<file path="config.mk">
export PLATFORM = sky130hd
export DESIGN_NAME = rgmii_inband_status
export DESIGN_NICKNAME = d
export VERILOG_FILES = /design/src/rtl/rgmii_inband_status.sv
export SDC_FILE = /design/constraint.sdc
export NUM_CORES = 1
export LEC_CHECK = 0
export ABC_AREA = 1
export CAP_MARGIN = 0
export CORE_MARGIN = 1.5
export CORE_UTILIZATION = 25
export DETAILED_ROUTE_END_ITERATION = 12
export PLACE_DENSITY = 0.47
export RECOVER_POWER = 100
export SYNTH_ARGS = -nofsm -noshare
export SYNTH_HDL_FRONTEND = slang
export SYNTH_SLANG_ARGS = --single-unit
</file>
<file path="constraint.sdc">
create_clock -name clk_clk -period 2.74 [get_ports clk_clk]
set_input_delay 0.274 -clock clk_clk [delete_from_list [all_inputs] [get_ports clk_clk]]
set_output_delay 0.274 -clock clk_clk [all_outputs]
set_load 0.05 [all_outputs]
</file>
<file path="src/rtl/rgmii_inband_status.sv">
// RGMII in-band status decoder: debounces the PHY idle status word and drives the MAC speed selects.
// Latency: outputs update on the edge capturing the STABLE_CNT-th matching idle sample; all registered.
// Backpressure: none; rx_dv/rx_er cycles only pause the debounce. Optional watchdog: RGMII_INBAND_TIMEOUT_EN.
module rgmii_inband_status #(
    parameter int STABLE_CNT     = 16,
    parameter int TIMEOUT_CYCLES = 1250000
) (
    input  logic       clk_clk,
    input  logic       reset_reset,
    input  logic       rx_dv,
    input  logic       rx_er,
    input  logic [3:0] rxd,
    input  logic       irq_clear,
    output logic       mac_set_10,
    output logic       mac_set_1000,
    output logic       link_up,
    output logic [1:0] link_speed,
    output logic       link_duplex,
    output logic       link_irq,
    output logic [7:0] change_count
);

    localparam logic [7:0] CNT_MAX = 8'(STABLE_CNT);

    if (STABLE_CNT < 2 || STABLE_CNT > 255 || TIMEOUT_CYCLES < 2) begin : g_bad_param
        $error("rgmii_inband_status: parameter out of range");
    end

    logic [3:0] cand_q, cand_d;
    logic [7:0] cnt_q, cnt_d;
    logic       up_q, up_d;
    logic [1:0] speed_q, speed_d;
    logic       duplex_q, duplex_d;
    logic       set10_q, set10_d;
    logic       set1000_q, set1000_d;
    logic       irq_q, irq_d;
    logic [7:0] chg_q, chg_d;
    logic       idle, commit, change;

`ifdef RGMII_INBAND_TIMEOUT_EN
    localparam int              WD_W    = $clog2(TIMEOUT_CYCLES + 1);
    localparam logic [WD_W-1:0] WD_LAST = WD_W'(TIMEOUT_CYCLES - 1);
    logic [WD_W-1:0] wdog_q, wdog_d;
`endif

    always_comb begin
        idle      = !rx_dv && !rx_er;
        commit    = 1'b0;
        cand_d    = cand_q;
        cnt_d     = cnt_q;
        up_d      = up_q;
        speed_d   = speed_q;
        duplex_d  = duplex_q;

        if (idle) begin
            if (rxd[2:1] == 2'b11) begin
                cand_d = 4'd0;
                cnt_d  = 8'd0;
            end else if (rxd == cand_q) begin
                if (cnt_q != CNT_MAX) begin
                    cnt_d = cnt_q + 8'd1;
                end
                // Committed word is compared as {duplex, speed, link}; a saturated counter never gets here.
                commit = (cnt_q == CNT_MAX - 8'd1) && (cand_q != {duplex_q, speed_q, up_q});
            end else begin
                cand_d = rxd;
                cnt_d  = 8'd1;
            end
        end

        if (commit) begin
            up_d = cand_q[0];
            if (cand_q[0]) begin
                speed_d  = cand_q[2:1];
                duplex_d = cand_q[3];
            end
        end

`ifdef RGMII_INBAND_TIMEOUT_EN
        wdog_d = wdog_q + 1'b1;
        if (idle && rxd[2:1] != 2'b11) begin
            wdog_d = '0;
        end else if (wdog_q == WD_LAST) begin
            wdog_d = '0;
            if (up_q) begin
                up_d   = 1'b0;
                cand_d = 4'd0;
                cnt_d  = 8'd0;
            end
        end
`endif

        change    = (up_d != up_q) || (speed_d != speed_q);
        irq_d     = change ? 1'b1 : (irq_clear ? 1'b0 : irq_q);
        chg_d     = chg_q + {7'd0, change};
        set1000_d = (speed_d == 2'b10);
        set10_d   = (speed_d == 2'b00);
    end

    always_ff @(posedge clk_clk) begin
        if (reset_reset) begin
            cand_q    <= 4'd0;
            cnt_q     <= 8'd0;
            up_q      <= 1'b0;
            speed_q   <= 2'b01;
            duplex_q  <= 1'b0;
            set10_q   <= 1'b0;
            set1000_q <= 1'b0;
            irq_q     <= 1'b0;
            chg_q     <= 8'd0;
        end else begin
            cand_q    <= cand_d;
            cnt_q     <= cnt_d;
            up_q      <= up_d;
            speed_q   <= speed_d;
            duplex_q  <= duplex_d;
            set10_q   <= set10_d;
            set1000_q <= set1000_d;
            irq_q     <= irq_d;
            chg_q     <= chg_d;
        end
    end

`ifdef RGMII_INBAND_TIMEOUT_EN
    always_ff @(posedge clk_clk) begin
        if (reset_reset) begin
            wdog_q <= '0;
        end else begin
            wdog_q <= wdog_d;
        end
    end
`endif

    assign mac_set_10   = set10_q;
    assign mac_set_1000 = set1000_q;
    assign link_up      = up_q;
    assign link_speed   = speed_q;
    assign link_duplex  = duplex_q;
    assign link_irq     = irq_q;
    assign change_count = chg_q;

endmodule

</file>
Word-level counts from Yosys, hierarchy flattened. Cells that the tools add are included.

Word-level logic and storage cells: 44. Output and inout bits: 15. Bits in registers: 27.

Reduce and logical (&&, ||, !) cells: 10. Mux-type cells: 13. Equal/unequal tests: 10. $add $sub $neg: 2.

Operators by type and width (number): $mux W8 (3); $add A8 B1 Y8 (1); $add A8 B1 Y8 const B (1); $eq A8 B4 Y1 const B (1); $mux W4 (2); $ne A8 B5 Y1 const B (1); $mux W1 (6); $reduce_and A2 Y1 (3); $eq A2 B2 Y1 const B (2); $eq A4 B4 Y1 (1); $mux W2 (2); $ne A4 B4 Y1 (1); $ne A3 B2 Y1 const B (1); $logic_and A1 B1 Y1 (2); $logic_not A1 Y1 (2); $logic_not A2 Y1 (1); $ne A2 B2 Y1 (1); $ne A2 B2 Y1 const B (1); $reduce_bool A2 Y1 (1); $logic_or A1 B1 Y1 (1); $ne A1 B1 Y1 (1).

Depth between registers and ports, before layout. Gate-level depths: netlist of the first run.

Depth in word-level cells: 9. Gate-level depth with buffers: 17.

Worst setup path after synthesis of the first run. OpenSTA, ideal clock, no wires.

Path type: reg-to-reg. Start point: register speed_q[0] (netlist: link_speed[0]). End point: register chg_q[6] (netlist: change_count[6]). Library setup time: 0.131 ns. Path buffers: 0. Setup slack: 0.486 ns. Data arrival time: 2.122 ns. Clock period less this slack: 2.254 ns. Cell stages (with the launch flop): 16. Cell sequence: dfxtp_1 nand2_1 nand2_1 nor2_1 nand2_1 nand2_1 nor2_4 nand3_1 inv_1 ha_1 ha_1 nand2_1 nor2_1 nand3_1 xor2_1 nor2_1.

Longest elaborated chain between the ends: 9.

RTL lines: start: declaration (line 32) `logic [1:0] speed_q, speed_d;`; start signal: assignment (line 115) `speed_q <= speed_d;`; $ne A4 B4 Y1 (line 64) `commit = (cnt_q == CNT_MAX - 8'd1) && (cand_q != {duplex_q, speed_q, up_q});`; $logic_and A1 B1 Y1 (line 64); $mux W1 (line 59) `end else if (rxd == cand_q) begin`; $mux W1 (line 56) `if (rxd[2:1] == 2'b11) begin`; $mux W1 (line 55) `if (idle) begin`; $mux W2 or $mux W1 (tied branches) (line 71) `if (commit) begin`; $ne A2 B2 Y1 or $ne A1 B1 Y1 (tied branches) (line 93) `change = (up_d != up_q) || (speed_d != speed_q);`; $logic_or A1 B1 Y1 (*) (line 93); net change (line 38) `logic idle, commit, change;`; $add A8 B1 Y8 (*) (line 95) `chg_d = chg_q + {7'd0, change};`; end signal: assignment (line 120) `chg_q <= chg_d;`; end: declaration (line 37) `logic [7:0] chg_q, chg_d;`.

The timed path passes the listed nets; every way through them passes the cells marked *. A chain may end at the register's enable or synchronous reset.

Worst setup path in the final report of the first run.
Start point: input rxd[1]. End point: register chg_q[6] (netlist: change_count[6]).

Longest elaborated chain between the ends: 8.

RTL lines: start: declaration (line 12) `input logic [3:0] rxd,`; $eq A4 B4 Y1 (line 59); $mux W1 (line 59); $mux W1 (*) (line 56); $mux W1 (*) (line 55); $mux W2 or $mux W1 (tied branches) (line 71); $ne A2 B2 Y1 or $ne A1 B1 Y1 (tied branches) (line 93); $logic_or A1 B1 Y1 (*) (line 93); net change (line 38); $add A8 B1 Y8 (*) (line 95).

Marked as above.

==> results of run 1 <==
==> layout make-up <==
cell class	count	area (um2)	area share, %
Inverter	30	113.9	6.169
Sequential cell	27	540.5	29.29
Timing Repair Buffer	27	260.3	14.10
Clock buffer	4	45.04	2.441
Multi-Input combinational cell	157	792.0	42.92
Tap cell	75	93.84	5.085
==> registers in the layout, summed over array words and instances, names as in the netlist <==
name and flops:
link_up 1, mac_set_10 1, mac_set_1000 1, change_count 8, link_duplex 1, cnt_q 8
link_speed 2, link_irq 1, cand_q 4
==> logic make-up after synthesis <==
kind of cell               Yosys count  share of synthesized area [%]
xor gates and xnor gates             5                          2.924
buffers and inverters               32                          8.604
DFF                                 27                          36.09
AOI/OAI and AO/OA                   25                          10.11
adders and majority gates            4                          3.342
and+or+nand+nor                    123                          38.93
==> synth_stat cells <==
library cell,instances,share of area [%]
inv_1,24,6.0
xnor2_1,1,0.58
o21ai_0,4,1.3
xor2_1,4,2.3
nand3_1,18,6.0
o22ai_1,4,1.7
a21oi_2,4,2.3
nand2_4,2,1.5
dfxtp_1,27,36
clkbuf_1,1,0.25
o21ai_2,1,0.58
clkinv_2,1,0.33
nand4_1,1,0.42
nand2_1,58,15
nand3b_1,1,0.50
a21oi_1,11,3.7
nor2_1,23,5.8
nor3_1,5,1.7
o21a_1,1,0.50
buf_6,1,0.75
nand3_2,2,1.3
nand2_2,6,2.5
nor2_4,3,2.3
clkinv_1,1,0.25
ha_1,4,3.3
nand3_4,1,1.2
and3_1,1,0.42
inv_2,4,1.0
nor2_2,2,0.84
==> per-layer routing <==
| metal | share of wire (%) | vias to the layer above |
|---|---|---|
| met2 | 45 | 23 |
| met3 | 4.1 | 2 |
| met5 | 0 | - |
| met1 | 51 | 613 |
| met4 | 0.37 | 0 |
| li1 | - | 748 |
==> worst min-delay path, cell delays in order (launching register included) <==
cell and delay (ns):
dfxtp_1 0.32, nand2_1 0.06, a21oi_1 0.05
==> where the power goes <==
| group | switching [mW] | leakage (nW) | internal (mW) |
|---|---|---|---|
| Clock | 0.128 | 0.0228 | 0.104 |
| Combinational | 0.0426 | 0.583 | 0.0298 |
| Sequential | 0.00638 | 0.218 | 0.396 |
| Total | 0.177 | 0.823 | 0.530 |
==> path summary, 6_finish.rpt <==
check                                            start                         end  slack [ns]  depth (start not counted)
worst min register to register   link_irq$_SDFFE_PP0P_       link_irq$_SDFFE_PP0P_        0.47                          2
worst max register to register  cand_q[0]$_SDFFE_PP0P_  change_count[6]$_SDFF_PP0_        0.34                         15
worst max-delay path                            rxd[1]  change_count[6]$_SDFF_PP0_        0.33                         16
worst min-delay path             link_irq$_SDFFE_PP0P_       link_irq$_SDFFE_PP0P_        0.47                          2
==> metrics by stage <==
step / setup WS [ns] / hold WS [ns] / instance area, um2 / utilization (%)
after floorplan: 0.4864 / 0.3364 / 1498 / -
after global placement: 0.1450 / 0.4931 / 1837 / 31.39
after detailed placement: 0.1059 / 0.4709 / 1837 / 31.39
after CTS: 0.2108 / 0.4853 / 1882 / 32.16
after global routing: 0.04945 / 0.4979 / 1846 / 31.54
final: 0.3315 / 0.4733 / 1846 / 31.54
==> flow_summary.yaml, run 1 <==
critical_path:
  path_buf_inv: 3
  cpMaxStageDelayCell: "clkdlybuf4s50_1"
  critPathMaxStageDelay_ns: 0.53
  required_ns: 2.91
  path_max_fanout: 4
  cp_top_family: "simple AND/OR/NAND/NOR gates"
  crit_chain: "clkdlybuf4s50_1 -> inv_1 -> nand2_1 -> nand2_2 -> nor2_1 -> nand3_4 -> nor2_4 -> nand3_1 -> inv_1 -> ha_1 -> ha_1 -> nand2_1 -> nor2_2 -> nand3_1 -> xor2_1 -> nor2_1"
  startpoint_type: "primary input"
  critPathKind: "primary input to register"
  crit_arrival_ns: 2.58
  end_kind: "register"
run_status:
  outcome: "completed"
synth:
  syn_inst: 216
  syn_avg_cell_area_um2: 6.934
  synth_cell_type_count: 29
  synth_fp_nets: 229
  ys_ff_latch: 27
  netlist_area_um2: 1498
  ys_seq_area_share_pct: 36.09
  ys_warn_count: 0
sta:
  slew_violations: 0
  relSlewSlack_pct: 66.42
  hold_violations: 0
  grt_setup_unrepaired: "no"
  clock_skew_ns: 0.005976
  min_period_ns: 2.409
  max_slew.worst_pin.slew_ns: 0.5021
  fmax_ghz: 0.4152
  setup_viol: 0
  finalSetupTns_ns: 0
  period_share_pct: 87.90
final_layout:
  synthToLayoutAreaGrowth_pct: 23.22
  final_cells: 320
  drive_above_1_share_pct: 11.02
  finalNetCount: 259
  antenna_cells: 0
  n_fill_cell: 650
  final_cell_mix: "nand2_1, dfxtp_1, inv_1"
  final_common_cell: "nand2_1"
clock_network:
  ctsResizeCount: 0
  clockBufferDepth: 2
  cts_num_sinks: 27
  holdBufCountCts: 0
  clock_latency_ns: 0.27
  cts_tree: "built"
  cts_max_level: 1
  clk_pin_slew_worst_paths_ns: 0.10
  post-cts-setup-buffers: 0
  cts_made_buffers: 3
  cts-root-buf: "clkbuf_8"
power_and_ir_drop:
  p_leak_nw: 0.8234
  power_density_nw_per_um2: 383.1
  ir_drop_uv: 156.1
  power_mw: 0.7070
global_routing:
  grtUsageMet1_pct: 15.08
  grt_max_degree: 15
  grt_antenna_before_repair: 0
  grt.total_usage_pct: 11.57
  globalRouteOverflowTotal: 0
  use_met3_pct: 2.841
  grt_pass1_vias: 1262
  top_usage_layer: "met2"
  gr-usage-met2_pct: 19.41
  grt_first_pass_wirelength_um: 5837
die:
  die_height_um: 80.40
  die_w_um: 80.40
  die_area_um2: 6464
  start_util_pct: 25.60
  coreArea_um2: 5851
  rows: 28
  io_pins: 24
placed_design:
  gp_congestion: 0.7791
  dp.cells: 316
  dpl.hpwl_um: 2498
  io_buffers: 23
worst_hold_path:
  min_path_type: "register to register"
routing:
  drt_iter0_markers: 38
  drt-pass1-iter-count: 4
  viasPerCell: 4.331
  drt_drc_violations_left: 0
  vias: 1386
  finalWirelength_um: 3264
  drtAntennaViolNets: 0
  wl_per_cell_um: 10.20
run:
  cap_violations: 0
Power figures use the tool's default switching activity.
==> run 2: changes to the inputs <==
Settings changed: REMOVE_ABC_BUFFERS set to 1.
==> run 2 against run 1 <==
  * Utilization decreased by 0.17 points
  * Clock power grew 2%
  * Design area fell by 0.54%
  * Non-clock buffer count shrank 1
  * Final cell count shrank 0.31%
  * Critical endpoint unchanged
==> flow_summary.yaml, run 2 (same netlist as run 1, synthesis figures left out) <==
power_and_ir_drop:
  ir_drop_uv: 172.2
  power_density_nw_per_um2: 388.4
  seq_power_share_pct: 56.4
  p_leak_nw: 0.8176
  combPwrFrac_pct: 10.5
  p_sw_mw: 0.1852
  clkPwrFrac_pct: 33.1
  power_mw: 0.7129
  p_int_mw: 0.5277
  p_sw_share_pct: 25.98
critical_path:
  crit_arrival_ns: 2.56
  crit_start: "cnt_q[0]$_SDFFE_PP0P_"
  cp_top_family: "simple AND/OR/NAND/NOR gates"
  r2r_cells: 14
  crit_chain: "ha_1 -> nand3_1 -> nor3_1 -> nand2_1 -> nor2_4 -> nand3_1 -> inv_1 -> ha_1 -> ha_1 -> nand2_1 -> nor2_1 -> nand3_1 -> xor2_1 -> nor2_1"
  timing.rr.end: "change_count[6]$_SDFF_PP0_"
  crit_path_end: "change_count[6]$_SDFF_PP0_"
  r2r-start: "cnt_q[0]$_SDFFE_PP0P_"
  end_kind: "register"
  critPathKind: "register to register"
  cp.depth: 14
  path_max_fanout: 5
  critPathMaxStageDelay_ns: 0.42
  startpoint_type: "register"
  r2r_slack_ns: 0.35
  cpMaxStageDelayCell: "dfxtp_1"
  required_ns: 2.91
  path_buf_inv: 1
clock_network:
  ctsResizeCount: 0
  cts_tree: "built"
  post-cts-setup-buffers: 0
  cts_num_sinks: 27
  holdBufCountCts: 0
  cts_max_level: 1
  clock_latency_ns: 0.28
  cts_made_buffers: 3
  clockBufferDepth: 2
  cts-root-buf: "clkbuf_8"
  clk_pin_slew_worst_paths_ns: 0.10
final_layout:
  drive_above_1_share_pct: 9.836
  postLayoutCoreUtil_pct: 31.37
  synthToLayoutAreaGrowth_pct: 22.56
  final_common_cell: "nand2_1"
  final_cell_mix: "nand2_1, dfxtp_1, inv_1"
  finalNetCount: 258
  antenna_cells: 0
sta:
  clock_skew_ns: 0.01122
  grt_setup_unrepaired: "no"
  slew_violations: 0
  min_period_ns: 2.391
  relSlewSlack_pct: 66.59
  fmax_ghz: 0.4183
  period_share_pct: 87.25
  finalWorstSetupSlack_ns: 0.3492
  setup_viol: 0
  finalSetupTns_ns: 0
  hold_violations: 0
  max_slew.worst_pin.slew_ns: 0.4994
  whs_ns: 0.4729
die:
  coreArea_um2: 5851
  start_util_pct: 25.60
  rows: 28
  die_w_um: 80.40
  io_pins: 24
  die_area_um2: 6464
  die_height_um: 80.40
routing:
  finalWirelength_um: 3350
  drt_drc_violations_left: 0
  vias: 1352
  wl_per_cell_um: 10.50
  drt-pass1-iter-count: 4
  drt_iter0_markers: 65
  drtAntennaViolNets: 0
  viasPerCell: 4.238
global_routing:
  grt_max_degree: 16
  grt_pass1_vias: 1223
  grtUsageMet1_pct: 15.18
  gr-usage-met2_pct: 18.24
  grt_first_pass_wirelength_um: 5699
  globalRouteOverflowTotal: 0
  top_usage_layer: "met2"
  grt.total_usage_pct: 11.40
  use_met3_pct: 2.045
  grt_antenna_before_repair: 0
placed_design:
  dpl.hpwl_um: 2584
  gp_congestion: 0.7529
  dp_worst_setup_slack_ns: 0.09439
  io_buffers: 23
run:
  cap_violations: 0
run_status:
  outcome: "completed"
worst_hold_path:
  min_path_type: "register to register"
## run 2: cell types whose count changed in the layout (fill, tap and decap cells not counted)
| cell | previous run | this run |
|---|---|---|
| nor2_4 | 2 | 3 |
| nor2_2 | 3 | 2 |
| nor3_1 | 4 | 5 |
| inv_1 | 24 | 25 |
| inv_2 | 4 | 3 |
| nor3_2 | 1 | 0 |
| buf_4 | 4 | 2 |
| clkinv_2 | 0 | 1 |
## run 2: layout make-up
type                       count  area (um2)
tap                           75       93.84
sequential                    27       540.5
timing repair buffer          26       249.0
multi-input combinational    157       792.0
inverter                      30       113.9
fill                         626        4015
clock inverter                 1       5.005
clock buffer                   3       41.29
## run 2: metrics by stage
step	instances	cell area (um2)
floorplan	214	1483
global placement	315	1829
detailed placement	315	1829
CTS	319	1876
global route	319	1836
finish	319	1836
## run 2: metal layers
metal	part of all wire (%)	up-vias
met5	0	-
met4	1.3	0
met3	2.9	4
met2	45	20
met1	51	590
li1	-	738
## run 2: power by group through the flow
stage          Sequential (mW)  Clock (mW)  Combinational [mW]
2_1_floorplan            0.409           0              0.0483
3_3_place_gp             0.412           0              0.0783
3_5_place_dp             0.412           0              0.0790
4_1_cts                  0.402       0.250              0.0793
5_1_grt                  0.403       0.267              0.0835
6_report                 0.402       0.236              0.0747
## run 2: how the worst min path moves through the flow
stage                           from                    end  slack [ns]  depth (start not counted)
6_report       link_irq$_SDFFE_PP0P_  link_irq$_SDFFE_PP0P_        0.47                          2
5_1_grt        link_irq$_SDFFE_PP0P_  link_irq$_SDFFE_PP0P_        0.50                          2
4_1_cts        link_irq$_SDFFE_PP0P_  link_irq$_SDFFE_PP0P_        0.48                          2
3_5_place_dp   link_irq$_SDFFE_PP0P_  link_irq$_SDFFE_PP0P_        0.46                          2
3_3_place_gp   link_irq$_SDFFE_PP0P_  link_irq$_SDFFE_PP0P_        0.48                          2
2_1_floorplan            reset_reset  cnt_q[1]$_SDFFE_PP0P_        0.34                          1
## run 2: worst register-to-register path: cells and delay by family (launching register included)
family	cells	cell delay [ns]
simple gates	9	1.11
fa+ha+maj	3	0.54
xor+xnor	1	0.15
flops	1	0.42
buf+inv	1	0.07
